### src/rtl/serial_adder_n_if.sv
// Operand/result bundle for serial_adder_n.
// Handshake: Start is a request with no ready line; it is accepted on a rising
// edge only while the block is idle (Busy=0 and Done=0), and A/B/Sub are
// captured on that same edge. Done is a one-cycle pulse marking S/Co/Ov valid.
interface serial_adder_n_if #(
  parameter int WIDTH = 8
);
  logic             Start;
  logic             Sub;
  logic [WIDTH-1:0] A;
  logic [WIDTH-1:0] B;
  logic [WIDTH-1:0] S;
  logic             Co;
  logic             Ov;
  logic             Busy;
  logic             Done;

  modport master (
    output Start, Sub, A, B,
    input  S, Co, Ov, Busy, Done
  );

  modport slave (
    input  Start, Sub, A, B,
    output S, Co, Ov, Busy, Done
  );
endinterface

### src/rtl/serial_adder_n.sv
// Bit-serial adder/subtractor: one full adder processes one bit per clock,
// LSB first, taking WIDTH cycles per operation plus one Done cycle.
module serial_adder_n #(
  parameter int WIDTH = 8
) (
  input  logic                   CLK,
  input  logic                   RST_N,
  serial_adder_n_if.slave        bus,
  output logic [1:0]             dbg_state
);
  localparam int CW = $clog2(WIDTH + 1);

  typedef enum logic [1:0] {
    IDLE = 2'd0,
    RUN  = 2'd1,
    DONE = 2'd2
  } state_t;

  state_t           state;
  logic [WIDTH-1:0] a_sh;
  logic [WIDTH-1:0] b_sh;
  logic [WIDTH-1:0] acc;
  logic             carry;
  logic [CW-1:0]    cnt;
  logic             sum_bit;
  logic             carry_out;

  assign dbg_state = state;

  always_comb begin
    sum_bit   = a_sh[0] ^ b_sh[0] ^ carry;
    carry_out = (a_sh[0] & b_sh[0]) | (carry & (a_sh[0] ^ b_sh[0]));
  end

  always_ff @(posedge CLK) begin
    if (!RST_N) begin
      state    <= IDLE;
      a_sh     <= '0;
      b_sh     <= '0;
      acc      <= '0;
      carry    <= 1'b0;
      cnt      <= '0;
      bus.S    <= '0;
      bus.Co   <= 1'b0;
      bus.Ov   <= 1'b0;
      bus.Busy <= 1'b0;
      bus.Done <= 1'b0;
    end else begin
      case (state)
        IDLE: begin
          bus.Done <= 1'b0;
          if (bus.Start) begin
            // Subtraction is A + ~B + 1: invert B and preload the carry with 1.
            a_sh     <= bus.A;
            b_sh     <= bus.Sub ? ~bus.B : bus.B;
            carry    <= bus.Sub;
            cnt      <= '0;
            state    <= RUN;
            bus.Busy <= 1'b1;
          end
        end
        RUN: begin
          acc   <= {sum_bit, acc[WIDTH-1:1]};
          a_sh  <= a_sh >> 1;
          b_sh  <= b_sh >> 1;
          carry <= carry_out;
          cnt   <= cnt + CW'(1);
          if (cnt == CW'(WIDTH - 1)) begin
            // On the MSB step, carry holds the carry into the MSB.
            bus.S    <= {sum_bit, acc[WIDTH-1:1]};
            bus.Co   <= carry_out;
            bus.Ov   <= carry ^ carry_out;
            bus.Busy <= 1'b0;
            bus.Done <= 1'b1;
            state    <= DONE;
          end
        end
        DONE: begin
          bus.Done <= 1'b0;
          state    <= IDLE;
        end
        default: begin
          bus.Busy <= 1'b0;
          bus.Done <= 1'b0;
          state    <= IDLE;
        end
      endcase
    end
  end
endmodule

### src/flat_wrapper.sv
// flat-port wrapper written by rule: the top's interface ports become plain ports
module serial_adder_n_flat 
#(
  parameter int WIDTH = 8
)
  (CLK, RST_N, dbg_state, bus_Start, bus_Sub, bus_A, bus_B, bus_S, bus_Co, bus_Ov, bus_Busy, bus_Done);
  serial_adder_n_if #(.WIDTH(WIDTH)) bus_i ();
  input  logic CLK;
  input  logic RST_N;
  output logic [1:0] dbg_state;
  input wire logic [$bits(bus_i.Start)-1:0] bus_Start;
  input wire logic [$bits(bus_i.Sub)-1:0] bus_Sub;
  input wire logic [$bits(bus_i.A)-1:0] bus_A;
  input wire logic [$bits(bus_i.B)-1:0] bus_B;
  output wire logic [$bits(bus_i.S)-1:0] bus_S;
  output wire logic [$bits(bus_i.Co)-1:0] bus_Co;
  output wire logic [$bits(bus_i.Ov)-1:0] bus_Ov;
  output wire logic [$bits(bus_i.Busy)-1:0] bus_Busy;
  output wire logic [$bits(bus_i.Done)-1:0] bus_Done;
  assign bus_i.Start = bus_Start;
  assign bus_i.Sub = bus_Sub;
  assign bus_i.A = bus_A;
  assign bus_i.B = bus_B;
  assign bus_S = bus_i.S;
  assign bus_Co = bus_i.Co;
  assign bus_Ov = bus_i.Ov;
  assign bus_Busy = bus_i.Busy;
  assign bus_Done = bus_i.Done;
  serial_adder_n #(.WIDTH(WIDTH)) u_core (.CLK(CLK), .RST_N(RST_N), .bus(bus_i), .dbg_state(dbg_state));
endmodule
### config.mk
export PLATFORM = sky130hd
export DESIGN_NAME = serial_adder_n_flat
export DESIGN_NICKNAME = d
export VERILOG_FILES = /design/src/rtl/serial_adder_n_if.sv /design/src/rtl/serial_adder_n.sv /design/src/flat_wrapper.sv
export SDC_FILE = /design/constraint.sdc
export NUM_CORES = 1
export LEC_CHECK = 0
export ABC_AREA = 1
export BUFFER_PORTS_ARGS = -buffer_cell sky130_fd_sc_hd__buf_2
export CORE_ASPECT_RATIO = 0.8
export CORE_MARGIN = 8
export CORE_UTILIZATION = 49
export CTS_CLUSTER_SIZE = 25
export DETAILED_ROUTE_END_ITERATION = 10
export GPL_ROUTABILITY_DRIVEN = 0
export GPL_TIMING_DRIVEN = 0
export PLACE_DENSITY = 0.77
export SLEW_MARGIN = 20
export SYNTH_ARGS = -nofsm -noshare
export SYNTH_HDL_FRONTEND = slang
export SYNTH_SLANG_ARGS = --single-unit
### constraint.sdc
create_clock -name CLK -period 1.35 [get_ports CLK]
set_clock_uncertainty 0.2 [all_clocks]
set_input_delay 0.27 -clock CLK [delete_from_list [all_inputs] [get_ports CLK]]
set_output_delay 0.27 -clock CLK [all_outputs]
set_load 0.005 [all_outputs]
==> impl_metrics.json <==
{
  "status": "finished with violations",
  "violations": "negative setup slack",
  "synth_compound_area_frac": 0.0694,
  "globalRouteOverflowTotal": 0,
  "cp_slowest_stage_delay_ns": 0.37,
  "grt_usage": 0.164,
  "routed_wl_um": 5240,
  "synth.avg_cell_area_um2": 7.23,
  "port-buffer-count": 31,
  "swShare": 0.275,
  "h-tree-depth": 2,
  "max_freq_mhz": 723,
  "first_global_vias": 1775,
  "synth_top_family_by_area": "simple AND/OR/NAND/NOR gates",
  "p_switching_uw": 787,
  "numCtsBuffers": 5,
  "io_pins": 34,
  "dpl.hpwl_um": 3020,
  "initial_utilization": 0.504,
  "post-place-ws_ns": -0.198,
  "seq_power_share": 0.481,
  "ys_ff_latch": 42,
  "path_clk_slew_ns": 0.08,
  "area_delta_synth_final_pct": 33.7,
  "path_max_fanout": 5,
  "nets": 336,
  "p_int_uw": 2080,
  "finalSetupTns_ns": -0.142,
  "diodes": 0,
  "min_period_over_period": 1.03,
  "cp-start-kind": "flip-flop",
  "die_w_um": 85.5,
  "final_common_cell": "nand2_1",
  "drive_above_1_share": 0.324,
  "drc": 0,
  "synth-xor-area-share": 0.0231,
  "maxCapViolations": 0,
  "grt_max_degree": 14,
  "synth-simple-area-share": 0.376,
  "clockBufferDepth": 2,
  "peakVddDrop_mv": 0.773,
  "ys_seq_area_frac": 0.444,
  "drt-initial-drc-count": 157,
  "slew-limit-headroom": 0.623,
  "crit_type": "reg2reg",
  "place_area_um2": 2110,
  "hold_path.class": "in2reg",
  "cp_slowest_cell": "dfxtp_4",
  "fin_ws_ns": -0.0339,
  "synth_cell_types": 27,
  "p_comb_frac": 0.176,
  "yosys.area_share.adder": 0.0172,
  "grt_pass1_wl_um": 8130,
  "fp.dieArea_um2": 6120,
  "synth_area_um2": 1890,
  "crit_path_end_kind": "flip-flop",
  "synth_warnings": 0,
  "tightestPinTransition_ns": 0.566,
  "via_per_inst": 5.09,
  "rows": 20,
  "required_ns": 1.34,
  "stdcell_area_um2": 2530,
  "synth_cells": 262,
  "clockPowerShare": 0.343,
  "antenna_found_initial": 0,
  "final_cell_mix": "nand2_1, nor2_1, buf_2, dfxtp_1, nand3_1",
  "fin_util": 0.674,
  "powerDensity_nw_per_um2": 1130,
  "cp_cell_sequence": "ha_4 -> nand2_4 -> nor2_4 -> nand2_4 -> o21ai_2 -> nor2_1",
  "vias": 1828,
  "wl_per_cell_um": 14.6,
  "crit_top_cell": "nand2_4",
  "muxShareOfSynthArea": 0,
  "antenna_left": 0,
  "p_leak_uw": 0.00122,
  "cts_root_buf": "clkbuf_8",
  "finalHoldViolations": 0,
  "slew_viol_final": 0,
  "worstPathArrival_ns": 1.37,
  "clk_latency_ns": 0.30,
  "cts_tree": "yes",
  "synth_fp_nets": 284,
  "drt-pass1-iter-count": 5,
  "clock_sinks": 42,
  "core_area_um2": 3750,
  "rsz0062_at_grt": "yes",
  "die_y_um": 71.6,
  "setup_viol": 6,
  "post-route-min-period_ns": 1.38
}
==> timing repair <==
action	in CTS	in global routing
gates cloned	2	1
endpoints found under the hold margin	2	0
hold buffers	2	0
setup endpoints to repair	30	35
resized for setup	30	27
setup buffers	5	4
pin swaps	6	12
==> critical path, delay by kind of cell, from the launching register on <==
family	cells	cell delay, ns
AO/OA/AOI/OAI	1	0.13
AND/OR/NAND/NOR	4	0.41
flip-flops	1	0.37
adder cells (fa/ha/maj)	1	0.17
==> area by class of cell <==
cell class                 count  area, µm²
fill                         304       1220
timing repair buffer          43        280
tap                           44       55.1
sequential                    42        858
clock buffer                   5       68.8
inverter                      17       76.3
multi-input combinational    195       1070
clock inverter                 3       40.0
buffer                        10       80.1
==> cells in the mapped netlist, drive strengths merged <==
| cell | count | area [µm²] |
|---|---|---|
| xnor2 | 1 | 8.76 |
| nand2 | 73 | 299 |
| inv | 17 | 66.3 |
| nor2 | 62 | 277 |
| fa | 1 | 20.0 |
| ha | 1 | 12.5 |
| a21boi | 1 | 7.51 |
| nand4 | 1 | 6.26 |
| clkbuf | 3 | 11.3 |
| buf | 7 | 55.1 |
| a21oi | 3 | 22.5 |
| nand3 | 26 | 130 |
| dfxtp | 42 | 841 |
| o22ai | 1 | 6.26 |
| xor2 | 4 | 35.0 |
| o21ai | 19 | 95.1 |
==> cell families (layout without fill, tap and decap cells) <==
kind of cell             Yosys count  in the layout
AO/OA/AOI/OAI                     24             24
AND/OR/NAND/NOR                  162            164
flip-flops                        42             42
adder cells (fa/ha/maj)            2              2
XOR/XNOR                           5              5
buffers and inverters             27             78
==> state kept, by name, indices dropped and copies added (netlist names) <==
| name | flops |
|---|---|
| u_core.a_sh | 8 |
| u_core.acc | 7 |
| u_core.b_sh | 8 |
| u_core.bus.Busy | 1 |
| u_core.bus.Co | 1 |
| u_core.bus.Done | 1 |
| u_core.bus.Ov | 1 |
| u_core.bus.S | 8 |
| u_core.carry | 1 |
| u_core.cnt | 4 |
| u_core.dbg_state | 2 |
==> power by group through the flow <==
stage / Sequential (µW) / Clock, µW / Combinational [µW]
floorplan: 1380 / 0 / 273
global placement: 1390 / 0 / 362
detailed placement: 1390 / 0 / 371
CTS: 1370 / 982 / 415
global route: 1390 / 1040 / 553
finish: 1380 / 982 / 505
==> worst paths after layout <==
kind	startpoint	endpoint	slack, ns	cells past startpoint
max	u_core.cnt[0]	u_core.bus.S[5]	-0.03	6
min	bus_A[2]	u_core.a_sh[2]	0.0006	3
max reg2reg	u_core.cnt[0]	u_core.bus.S[5]	-0.03	6
min reg2reg	u_core.a_sh[7]	u_core.a_sh[7]	0.27	2
==> through the flow <==
step / power (µW) / hold WS [ns] / cells
after floorplan: 1650 / 0.180 / 262
after global placement: 1750 / 0.251 / 337
after detailed placement: 1760 / 0.256 / 337
after CTS: 2770 / 0.000761 / 354
after global routing: 2980 / 0.0140 / 359
final: 2860 / 0.000588 / 359
==> per-layer routing <==
metal	share of wire	GRT usage
met5	0	0
met4	0.011	0.0523
met3	0.044	0.0411
met2	0.51	0.277
met1	0.44	0.199
Power figures use the tool's default switching activity.
